**src/rtl/mult_div_unit_if.sv**
```systemverilog
// rtl/mult_div_unit_if.sv - request/result bundle between execute stage and the multiply/divide unit
interface mult_div_unit_if #(
    parameter int DATA_WIDTH = 32
);
    logic                  start;
    logic [1:0]            op;
    logic [DATA_WIDTH-1:0] operand_a;
    logic [DATA_WIDTH-1:0] operand_b;
    logic                  hi_we;
    logic                  lo_we;
    logic [DATA_WIDTH-1:0] wdata;
    logic [DATA_WIDTH-1:0] hi;
    logic [DATA_WIDTH-1:0] lo;
    logic                  busy;
    logic                  done;
    logic                  div_by_zero;

    modport master (
        output start, op, operand_a, operand_b, hi_we, lo_we, wdata,
        input  hi, lo, busy, done, div_by_zero
    );

    modport slave (
        input  start, op, operand_a, operand_b, hi_we, lo_we, wdata,
        output hi, lo, busy, done, div_by_zero
    );
endinterface

```
**src/rtl/mult_div_unit.sv**
```systemverilog
// rtl/mult_div_unit.sv - iterative shift-add multiplier / restoring divider with HI/LO registers
module mult_div_unit #(
    parameter int DATA_WIDTH = 32
) (
    input  logic             clk,
    input  logic             rst,
    mult_div_unit_if.slave   bus
);
    localparam int W  = DATA_WIDTH;
    localparam int CW = $clog2(W) + 1;

    typedef enum logic [1:0] {
        S_IDLE   = 2'd0,
        S_RUN    = 2'd1,
        S_FINISH = 2'd2
    } state_t;

    state_t          state_q, state_d;
    logic            is_div_q;
    logic [W-1:0]    operand_q;   // multiplicand magnitude or divisor magnitude
    logic [2*W-1:0]  work_q;      // mult: {partial product, multiplier}; div: {remainder, quotient}
    logic [CW-1:0]   count_q;
    logic            neg_lo_q;    // product sign (mult) or quotient sign (div)
    logic            neg_hi_q;    // remainder sign (div)
    logic [W-1:0]    hi_q, lo_q;
    logic            done_q;
    logic            dbz_q;

    logic            accept;
    logic            last_step;
    logic            sign_a, sign_b;
    logic [W-1:0]    mag_a, mag_b;
    logic [W:0]      mult_sum;
    logic [2*W-1:0]  mult_next;
    logic [2*W:0]    div_shift;
    logic [W:0]      div_trial;
    logic [2*W-1:0]  div_next;
    logic [2*W-1:0]  prod_fix;
    logic [W-1:0]    quot_fix, rem_fix;
    logic            res_dbz;
    logic [W-1:0]    res_hi, res_lo;

    assign accept    = (state_q == S_IDLE) && bus.start;
    assign last_step = (count_q == CW'(W - 1));

    // Operand signs only matter for the signed ops (op[0] == 0); magnitudes feed the unsigned core.
    always_comb begin
        sign_a = bus.operand_a[W-1] & ~bus.op[0];
        sign_b = bus.operand_b[W-1] & ~bus.op[0];
        mag_a  = sign_a ? (~bus.operand_a + W'(1)) : bus.operand_a;
        mag_b  = sign_b ? (~bus.operand_b + W'(1)) : bus.operand_b;
    end

    // One iteration of each algorithm; the RUN state picks the one matching the latched op.
    always_comb begin
        mult_sum  = {1'b0, work_q[2*W-1:W]} + (work_q[0] ? {1'b0, operand_q} : {(W+1){1'b0}});
        mult_next = {mult_sum, work_q[W-1:1]};
        div_shift = {work_q, 1'b0};
        div_trial = div_shift[2*W:W] - {1'b0, operand_q};
        div_next  = div_trial[W] ? div_shift[2*W-1:0]
                                 : {div_trial[W-1:0], div_shift[W-1:1], 1'b1};
    end

    // Sign correction and divide-by-zero override applied while in FINISH.
    always_comb begin
        prod_fix = neg_lo_q ? (~work_q + (2*W)'(1)) : work_q;
        quot_fix = neg_lo_q ? (~work_q[W-1:0] + W'(1)) : work_q[W-1:0];
        rem_fix  = neg_hi_q ? (~work_q[2*W-1:W] + W'(1)) : work_q[2*W-1:W];
        res_dbz  = is_div_q && (operand_q == '0);
        if (is_div_q) begin
            res_hi = rem_fix;
            res_lo = res_dbz ? {W{1'b1}} : quot_fix;
        end else begin
            res_hi = prod_fix[2*W-1:W];
            res_lo = prod_fix[W-1:0];
        end
    end

    // FSM state register.
    always_ff @(posedge clk) begin
        if (rst) state_q <= S_IDLE;
        else     state_q <= state_d;
    end

    // FSM next-state and busy output.
    always_comb begin
        state_d  = state_q;
        bus.busy = 1'b0;
        case (state_q)
            S_IDLE: begin
                if (bus.start) state_d = S_RUN;
            end
            S_RUN: begin
                bus.busy = 1'b1;
                if (last_step) state_d = S_FINISH;
            end
            S_FINISH: begin
                bus.busy = 1'b1;
                state_d  = S_IDLE;
            end
            default: state_d = S_IDLE;
        endcase
    end

    // Datapath: operand capture, iteration, HI/LO update and completion flags.
    always_ff @(posedge clk) begin
        if (rst) begin
            is_div_q  <= 1'b0;
            operand_q <= '0;
            work_q    <= '0;
            count_q   <= '0;
            neg_lo_q  <= 1'b0;
            neg_hi_q  <= 1'b0;
            hi_q      <= '0;
            lo_q      <= '0;
            done_q    <= 1'b0;
            dbz_q     <= 1'b0;
        end else begin
            done_q <= 1'b0;
            case (state_q)
                S_IDLE: begin
                    if (bus.hi_we) hi_q <= bus.wdata;
                    if (bus.lo_we) lo_q <= bus.wdata;
                    if (accept) begin
                        is_div_q  <= bus.op[1];
                        operand_q <= bus.op[1] ? mag_b : mag_a;
                        work_q    <= {{W{1'b0}}, (bus.op[1] ? mag_a : mag_b)};
                        count_q   <= '0;
                        neg_lo_q  <= sign_a ^ sign_b;
                        neg_hi_q  <= sign_a;
                    end
                end
                S_RUN: begin
                    work_q  <= is_div_q ? div_next : mult_next;
                    count_q <= count_q + CW'(1);
                end
                S_FINISH: begin
                    hi_q   <= res_hi;
                    lo_q   <= res_lo;
                    done_q <= 1'b1;
                    dbz_q  <= res_dbz;
                end
                default: ;
            endcase
        end
    end

    assign bus.hi          = hi_q;
    assign bus.lo          = lo_q;
    assign bus.done        = done_q;
    assign bus.div_by_zero = dbz_q;
endmodule

```
**src/flat_wrapper.sv**
```systemverilog
// flat-port wrapper written by rule: the top's interface ports become plain ports
module mult_div_unit_flat 
#(
    parameter int DATA_WIDTH = 32
)
  (clk, rst, bus_start, bus_op, bus_operand_a, bus_operand_b, bus_hi_we, bus_lo_we, bus_wdata, bus_hi, bus_lo, bus_busy, bus_done, bus_div_by_zero);
  mult_div_unit_if #(.DATA_WIDTH(DATA_WIDTH)) bus_i ();
  input  logic clk;
  input  logic rst;
  input wire logic [$bits(bus_i.start)-1:0] bus_start;
  input wire logic [$bits(bus_i.op)-1:0] bus_op;
  input wire logic [$bits(bus_i.operand_a)-1:0] bus_operand_a;
  input wire logic [$bits(bus_i.operand_b)-1:0] bus_operand_b;
  input wire logic [$bits(bus_i.hi_we)-1:0] bus_hi_we;
  input wire logic [$bits(bus_i.lo_we)-1:0] bus_lo_we;
  input wire logic [$bits(bus_i.wdata)-1:0] bus_wdata;
  output wire logic [$bits(bus_i.hi)-1:0] bus_hi;
  output wire logic [$bits(bus_i.lo)-1:0] bus_lo;
  output wire logic [$bits(bus_i.busy)-1:0] bus_busy;
  output wire logic [$bits(bus_i.done)-1:0] bus_done;
  output wire logic [$bits(bus_i.div_by_zero)-1:0] bus_div_by_zero;
  assign bus_i.start = bus_start;
  assign bus_i.op = bus_op;
  assign bus_i.operand_a = bus_operand_a;
  assign bus_i.operand_b = bus_operand_b;
  assign bus_i.hi_we = bus_hi_we;
  assign bus_i.lo_we = bus_lo_we;
  assign bus_i.wdata = bus_wdata;
  assign bus_hi = bus_i.hi;
  assign bus_lo = bus_i.lo;
  assign bus_busy = bus_i.busy;
  assign bus_done = bus_i.done;
  assign bus_div_by_zero = bus_i.div_by_zero;
  mult_div_unit #(.DATA_WIDTH(DATA_WIDTH)) u_core (.clk(clk), .rst(rst), .bus(bus_i));
endmodule
```
**config.mk**
```make
export PLATFORM = sky130hd
export DESIGN_NAME = mult_div_unit_flat
export DESIGN_NICKNAME = d
export VERILOG_FILES = /design/src/rtl/mult_div_unit_if.sv /design/src/rtl/mult_div_unit.sv /design/src/flat_wrapper.sv
export SDC_FILE = /design/constraint.sdc
export NUM_CORES = 1
export LEC_CHECK = 0
export ABC_AREA = 1
export CORE_MARGIN = 5
export CORE_UTILIZATION = 50
export DETAILED_ROUTE_END_ITERATION = 16
export PLACE_DENSITY = 0.71
export SETUP_SLACK_MARGIN = 0.02
export SYNTH_ARGS = -nofsm -noshare
export SYNTH_HDL_FRONTEND = slang
export SYNTH_SLANG_ARGS = --single-unit
```
**constraint.sdc**
```tcl
create_clock -name clk -period 4.24 [get_ports clk]
set_input_delay 0.848 -clock clk [delete_from_list [all_inputs] [get_ports clk]]
set_output_delay 0.848 -clock clk [all_outputs]
set_load 0.02 [all_outputs]
```
## After elaboration in Yosys (flattened, before gate mapping)

Index checks and enable logic that the tools add are counted.
W data, S select, Z words.

| cells by class | value |
|---|---|
| equality and inequality tests | 8 |
| mux-type cells | 26 |
| bitwise operators | 9 |
| add/sub/neg operators | 8 |
| reductions and logical operators | 12 |

Operator list:

| operator | count |
|---|---|
| $mux W32 | 12 |
| $mux W64 | 4 |
| $add A32 B1 Y32 const B | 4 |
| $not A32 Y32 | 4 |
| $pmux W32 S2 | 2 |
| $pmux W64 S2 | 1 |
| $add A64 B1 Y64 const B | 1 |
| $not A64 Y64 | 1 |
| $add A32 B33 Y33 | 1 |
| $sub A33 B32 Y33 | 1 |
| $logic_not A32 Y1 | 1 |
| $pmux W6 S2 | 1 |
| $reduce_and A2 Y1 | 5 |
| $add A6 B1 Y6 const B | 1 |
| $eq A6 B5 Y1 const B | 1 |
| $mux W6 | 1 |
| $ne A2 B2 Y1 const B | 3 |
| $mux W2 | 2 |
| $ne A2 B1 Y1 const B | 2 |
| $pmux W2 S2 | 1 |
| $reduce_bool A2 Y1 | 2 |
| $and A1 B1 Y1 | 2 |
| $eq A2 B1 Y1 const B | 1 |
| $eq A2 B2 Y1 const B | 1 |
| 6 further kinds | 8 |

| storage, ports and cells | value |
|---|---|
| output and inout bits | 67 |
| register bits | 173 |
| input port bits | 103 |

## Depth between registers and ports, before layout

Gate-level depths: netlist of run 1.

| depth | value |
|---|---|
| depth in word-level cells | 6 |
| depth in mapped cells | 22 |

## Worst setup path before layout of run 1

OpenSTA, ideal clock, no wires.

| path | value |
|---|---|
| kind | reg2reg |
| start | register u_core.work_q[0] |
| end | register u_core.work_q[59] |
| required time | 4.102 ns |
| slack | 1.678 ns |
| data arrival time | 2.424 ns |
| cell stages (with the launch flop) | 22 |
| library setup time | 0.138 ns |
| period minus slack after synthesis | 2.562 ns |
| buffers on the path | 2 |
| path through | dfxtp_1 -> buf_2 -> clkbuf_1 -> nand2_1 -> inv_1 -> ha_1 -> inv_1 -> fa_1 -> inv_1 -> nand3_1 -> nand3_1 -> nand2_1 -> nand2_1 -> nand2_1 -> nand2_1 -> nand2_1 -> nand3_1 -> nand3_1 -> nand2_1 -> inv_1 -> nand2_1 -> a21oi_1 |

| between the ends | value |
|---|---|
| word-level cells in the longest chain between the ends | 4 |

RTL lines:

| item | RTL line | source |
|---|---|---|
| start: declaration | mult_div_unit.sv:21 | `logic [2*W-1:0] work_q;` |
| start signal: assignment | mult_div_unit.sv:127 | `work_q <= {{W{1'b0}}, (bus.op[1] ? mag_a : mag_b)};` |
| start signal: assignment | mult_div_unit.sv:134 | `work_q <= is_div_q ? div_next : mult_next;` |
| $mux W32 | mult_div_unit.sv:56 | `mult_sum = {1'b0, work_q[2*W-1:W]} + (work_q[0] ? {1'b0, operand_q} : {(W+1){1'b0}});` |
| $add A32 B33 Y33 | mult_div_unit.sv:56 |  |
| $mux W64 | mult_div_unit.sv:134 |  |
| $pmux W64 S2 | mult_div_unit.sv:120 | `case (state_q)` |

No other way between the ends.
A chain may end at the register's enable or synchronous reset.

## Worst setup path in the final report of run 1

| path | value |
|---|---|
| start | register u_core.work_q[31] |
| end | register u_core.work_q[45] |

| between the ends | value |
|---|---|
| word-level cells in the longest chain between the ends | 4 |

RTL lines:

| item | RTL line | source |
|---|---|---|
| $sub A33 B32 Y33 | mult_div_unit.sv:59 | `div_trial = div_shift[2*W:W] - {1'b0, operand_q};` |
| $mux W64 | mult_div_unit.sv:60 | `div_next = div_trial[W] ? div_shift[2*W-1:0]` |
| $mux W64 | mult_div_unit.sv:134 |  |
| $pmux W64 S2 | mult_div_unit.sv:120 |  |

No other way between the ends.

==> results of run 1 <==
-- worst min-delay path, cell delays in order, from the launching register on --
cell     delay [ps]
dfxtp_1         310
nand2_1          70
a21oi_1          60
-- cell families after synthesis --
logic type      after synthesis  share of synthesized area
simple gates               1759                      0.409
compound gates              581                      0.177
flops                       173                      0.189
buf+inv                     674                      0.141
fa+ha+maj                    74                     0.0513
xor+xnor                     69                     0.0330
-- flip-flops by register name, indices dropped and copies added, names as in the netlist --
signal / cells
u_core.neg_hi_q: 1
u_core.count_q: 6
u_core.bus.div_by_zero: 1
u_core.state_q: 2
u_core.is_div_q: 1
u_core.work_q: 64
u_core.bus.done: 1
u_core.bus.lo: 32
u_core.bus.hi: 32
u_core.neg_lo_q: 1
u_core.operand_q: 32
-- metal layers --
layer,vias to the layer above,part of all wire
met5,-,0
met4,0,0.067
met3,286,0.12
met2,1476,0.43
met1,10500,0.39
li1,10800,-
-- cells in the final DEF, fill, tap and decap left out, drive strengths merged, types with 15 or more instances in the layout --
cell,instances
nand2,1056
buf,37
o211ai,19
nand3b,15
ha,72
nand4,48
nor3,39
a31oi,28
a21oi,241
clkdlybuf4s50,168
clkbuf,18
dfxtp,173
nand3,294
xor2,54
inv,559
nor2,277
o21ai,249
xnor2,15
-- Yosys cell counts (8+ instances only) --
master | number | share of area
a21o_1 | 8 | 0.0033
a21oi_1 | 217 | 0.059
a21oi_2 | 23 | 0.011
a31oi_1 | 28 | 0.0096
buf_1 | 14 | 0.0029
buf_2 | 9 | 0.0025
clkbuf_1 | 93 | 0.019
dfxtp_1 | 173 | 0.19
ha_1 | 72 | 0.049
inv_1 | 536 | 0.11
inv_2 | 15 | 0.0031
nand2_1 | 1029 | 0.21
nand2_2 | 18 | 0.0061
nand3_1 | 288 | 0.079
nand3b_1 | 15 | 0.0061
nand4_1 | 48 | 0.016
nor2_1 | 266 | 0.054
nor3_1 | 38 | 0.010
nor4_1 | 11 | 0.0038
o211ai_1 | 19 | 0.0078
o21ai_0 | 233 | 0.064
o21ai_1 | 9 | 0.0025
o21bai_1 | 8 | 0.0033
o221ai_1 | 11 | 0.0053
or2_2 | 8 | 0.0027
xnor2_1 | 15 | 0.0072
xor2_1 | 54 | 0.026
-- final timing paths --
kind	from	endpoint	slack, ps	cells after the start
worst max-delay path	u_core.work_q[31]	u_core.work_q[45]	920	17
worst min-delay path	u_core.bus.div_by_zero	u_core.bus.div_by_zero	480	2
worst min register to register	u_core.bus.div_by_zero	u_core.bus.div_by_zero	480	2
worst max register to register	u_core.work_q[31]	u_core.work_q[45]	920	17
-- power groups by stage --
stage / registers [mW] / clock network (mW) / logic (mW)
after detailed placement: 2.60 / 0 / 7.95
after global placement: 2.58 / 0 / 7.88
final: 2.60 / 1.61 / 8.23
after floorplan: 2.66 / 0 / 5.19
after global routing: 2.63 / 1.67 / 8.94
after CTS: 2.56 / 1.60 / 7.99
-- cell type report --
cell class | count | area [sq um] | share of cell area
flip-flops and latches | 173 | 3470 | 0.165
repair buffers | 205 | 1970 | 0.0939
multi-input cells | 2483 | 12300 | 0.586
well taps | 468 | 586 | 0.0279
clock buffers | 18 | 439 | 0.0209
clock inverters | 14 | 143 | 0.00680
inverters | 553 | 2080 | 0.0990
-- through the flow --
stage          area [sq um]  utilization  std cells  power [mW]  setup slack, ps
3_3_place_gp          20400        0.560       3882        10.5             1010
6_report              21000        0.576       3914        12.4              922
2_1_floorplan         18300            -       3330        7.86             1680
5_1_grt               21000        0.576       3914        13.2              858
4_1_cts               21000        0.576       3914        12.2             1090
3_5_place_dp          20400        0.560       3882        10.5              978
==> results.tsv, run 1 <==
metric	value	unit
outcome	finished clean	
ys async rst share	0	
Hold Violations, Final	0	
hold bufs inserted after CTS	0	
first-pass GRT wire length	128	mm
gr usage total	0.402	
part of the Yosys area used for sequential elements	0.189	
Critical Path End Type	flip-flop	
Syn. warnings	0	
H-tree lvl count	4	
Via Count	23100	
Internal Pwr Total	5.40	mW
Yosys cell types	53	
Root Buffer	clkbuf_16	
EDFF count, synth	0	
CP top delay family	simple AND/OR/NAND/NOR gates	
DPL Wire Length	68.2	mm
WHS	482	ps
Synth Register Bits	173	
# IOs	170	
Core Area	0.0364	sq mm
Crit Path Max Fanout	33	
Crit-path slowest cell	dfxtp_1	
Clock Path Buffers	2	
Final Cycle Share	0.783	
VDD IR-drop max	0.539	mV
clk_skew	19.7	ps
max-cap violations	0	
# diodes	0	
NetSw	7.04	mW
Pins Over Slew Limit	0	
clock sink total	173	
Setup violations, final	0	
CP most frequent cell	nand2_4	
Post-Synthesis Cell Area	0.0183	sq mm
first drt pass iteration count	7	
RSZ-0062 raised after global routing	no	
share of layout cells above drive strength 1	0.0505	
Worst Path Required	4550	ps
largest net degree at the start of global routing	130	
GRT overflow	0	
CP peak stage delay	620	ps
Residual DRC	0	
grt met3 use	0.0878	
setup TNS	0	ps
Initial Utilization	0.503	
Arr. time, crit path	3630	ps
drt initial violations	3129	
RePlAce Congestion	1.14	
pwr/cell area	593	mW/mm^2
synthesized net count	3507	
Worst Max-Slew Pin Slew	1210	ps
Final ANT Viol Nets	0	
met2 usage in global routing	0.617	
crit path cell chain	inv_1 -> ha_1 -> fa_1 -> inv_1 -> nand3_2 -> nand2_2 -> nand2_2 -> nand2_4 -> nand2_4 -> nand2_4 -> nand2_4 -> nand3_4 -> nand2_8 -> nand2_1 -> nand3_1 -> nand2_1 -> a21oi_2	
CTS buffer count	17	
power share of the clock group	0.129	
Logic pwr share	0.662	
clock-pin slew on the worst setup and hold paths	80	ps
vias in the first global route	21600	
Reg power frac	0.209	
Mean Syn Cell Area	5.50	sq um
vias per cell	5.90	
Sw Share	0.566	
Crit Path Category	flip-flop to flip-flop	
initial antenna violation count	0	
Synth-to-Final Area Change	14.4	%
Post-CTS Setup Bufs	0	
WP buf/inv	2	
Clk Latency, worst-skew pair	460	ps
Max Clk Rate	0.301	GHz
Fill cells	3799	
worst min path class	flip-flop to flip-flop	
DIE WIDTH	201	um
Global Route met1 Usage	0.525	
leakage	10.8	nW
Wirelength per Cell	21.7	um
Routed Wire Length	84.8	mm
Synth Instances	3330	
row count	70	
Top FF cell, synth	dfxtp_1	
Port Buffers	169	
height of the die	201	um
Rel. slew slack	0.189	
CTS tree	built	
Die Area	0.0406	sq mm
Final nets	3610	
Post-CTS Resized	0	
most used routing layer	met2	
crit start category	flip-flop	
fin crit period	3320	ps
(Power assumes the default switching activity.)
==> run 2: changes to the inputs <==
--- a/config.mk
+++ b/config.mk
@@ -9,7 +9,7 @@
 export CORE_MARGIN = 5
 export CORE_UTILIZATION = 50
 export DETAILED_ROUTE_END_ITERATION = 16
-export PLACE_DENSITY = 0.71
+export PLACE_DENSITY = 0.74
 export SETUP_SLACK_MARGIN = 0.02
 export SYNTH_ARGS = -nofsm -noshare
 export SYNTH_HDL_FRONTEND = slang
==> constraint.sdc (replaced) <==
create_clock -name clk -period 3.05 [get_ports clk]
set_input_delay 0.61 -clock clk [delete_from_list [all_inputs] [get_ports clk]]
set_output_delay 0.61 -clock clk [all_outputs]
set_load 0.02 [all_outputs]
==> run 2 against run 1 <==
  * Die area stayed put
  * Non-clock buffer count rose by 32
  * First-iteration DRC count is 9.8% lower
==> results.tsv, run 2 (synthesis gave the netlist of run 1 again) <==
metric	value	unit
row count	70	
WHS	480	ps
share of layout cells above drive strength 1	0.0592	
drt initial violations	2822	
first drt pass iteration count	6	
clock-pin slew on the worst setup and hold paths	80	ps
Final Cycle Share	0.931	
RePlAce Congestion	1.06	
Final ANT Viol Nets	0	
height of the die	201	um
vias in the first global route	20600	
clock sink total	173	
Worst R2R Path Depth	19	
DP Area	0.0206	sq mm
gr usage total	0.370	
Root Buffer	clkbuf_16	
Fill cells	3739	
Clk Latency, worst-skew pair	470	ps
Setup violations, final	0	
Final nets	3642	
# diodes	0	
Core Area	0.0364	sq mm
register-to-register setup slack	210	ps
Routed Wire Length	78.4	mm
Tot Pwr	17.1	mW
H-tree lvl count	4	
Critical Path End Type	flip-flop	
Synth-to-Final Area Change	15.9	%
CTS tree	built	
area of the multi-input gates	0.0123	sq mm
clk_skew	20.6	ps
# IOs	170	
Clock Path Buffers	2	
DPL Wire Length	63.2	mm
Die Area	0.0406	sq mm
Top reg by flops	u_core.work_q	
RSZ-0062 raised after global routing	no	
DIE WIDTH	201	um
fin crit period	2840	ps
VDD IR-drop max	1.09	mV
setup TNS	0	ps
largest net degree at the start of global routing	65	
Hold Path Depth	2	
Pins Over Slew Limit	0	
Worst Path Required	3360	ps
GRT overflow	0	
leakage	11.0	nW
max FFs per register	64	
crit start category	flip-flop	
Worst Max-Slew Pin Slew	839	ps
pwr/cell area	806	mW/mm^2
Design Area, Final	0.0212	sq mm
most frequent cells in the layout	nand2_1 (1,029), inv_1 (535), nand3_1 (288), nor2_1 (265), o21ai_0 (233)	
initial antenna violation count	0	
most common cell after layout, fill and taps aside	nand2_1	
worst min path class	flip-flop to flip-flop	
Hold Violations, Final	0	
Final Util	0.583	
Port Buffers	169	
Arr. time, crit path	3150	ps
Register Area	0.00347	sq mm
Max Clk Rate	0.352	GHz
Initial Utilization	0.503	
first-pass GRT wire length	119	mm
Rel. slew slack	0.440	
Via Count	22800	
Crit Path Category	flip-flop to flip-flop	
max-cap violations	0	
Wirelength per Cell	19.9	um
Crit Path Max Fanout	33	
Residual DRC	0	
outcome	finished clean	
vias per cell	5.77	
CTS buffer count	17	
## run 2: stage by stage
| stage | std cells | worst slack, ps |
|---|---|---|
| global route | 3945 | 35.0 |
| floorplan | 3330 | 488 |
| CTS | 3945 | 259 |
| finish | 3945 | 212 |
| global placement | 3914 | 38.3 |
| detailed placement | 3914 | 55.1 |
## run 2: critical path: stages (launching register included)
cell and delay, ps:
dfxtp_1 360, buf_4 180, ha_1 220, fa_1 420, inv_1 150, nand3_2 90, nand2_2 130, nand2_2 80
nand2_4 90, nand2_4 50, nand2_4 70, nand2_4 80, nand2_4 90, nand2_4 90, nand2_8 200, nand2_1 90
nand2_1 100, nand2_1 60, nand2_1 70, a21oi_1 60
## run 2: cell type report
type / instances / area share
Multi-Input combinational cell: 2483 / 0.579
Inverter: 553 / 0.0977
Timing Repair Buffer: 237 / 0.105
Tap cell: 468 / 0.0276
Clock buffer: 17 / 0.0200
Sequential cell: 173 / 0.163
Clock inverter: 14 / 0.00824
## run 2: repair_timing
item                       4_1_cts  5_1_grt
buffers inserted                 0        0
setup endpoints to repair        0        2
gates resized for setup          0        1
hold buffers                     0        0
## run 2: per-layer routing
| metal | GRT usage | wire [um] |
|---|---|---|
| met1 | 0.500 | 32500 |
| met2 | 0.561 | 33200 |
| met3 | 0.0786 | 8140 |
| met4 | 0.177 | 4550 |
| met5 | 0 | 0 |
## run 2: final timing paths
path | start | endpoint
worst max-delay path | u_core.operand_q[0] | u_core.work_q[59]
worst min-delay path | u_core.bus.div_by_zero | u_core.bus.div_by_zero
worst max register to register | u_core.operand_q[0] | u_core.work_q[59]
worst min register to register | u_core.bus.div_by_zero | u_core.bus.div_by_zero
## run 2: power breakdown
| part | switching, mW | total [mW] | internal, mW |
|---|---|---|---|
| sequential | 0.679 | 3.56 | 2.88 |
| clock | 1.14 | 2.31 | 1.17 |
| combinational | 7.64 | 11.3 | 3.62 |
| total | 9.46 | 17.1 | 7.67 |
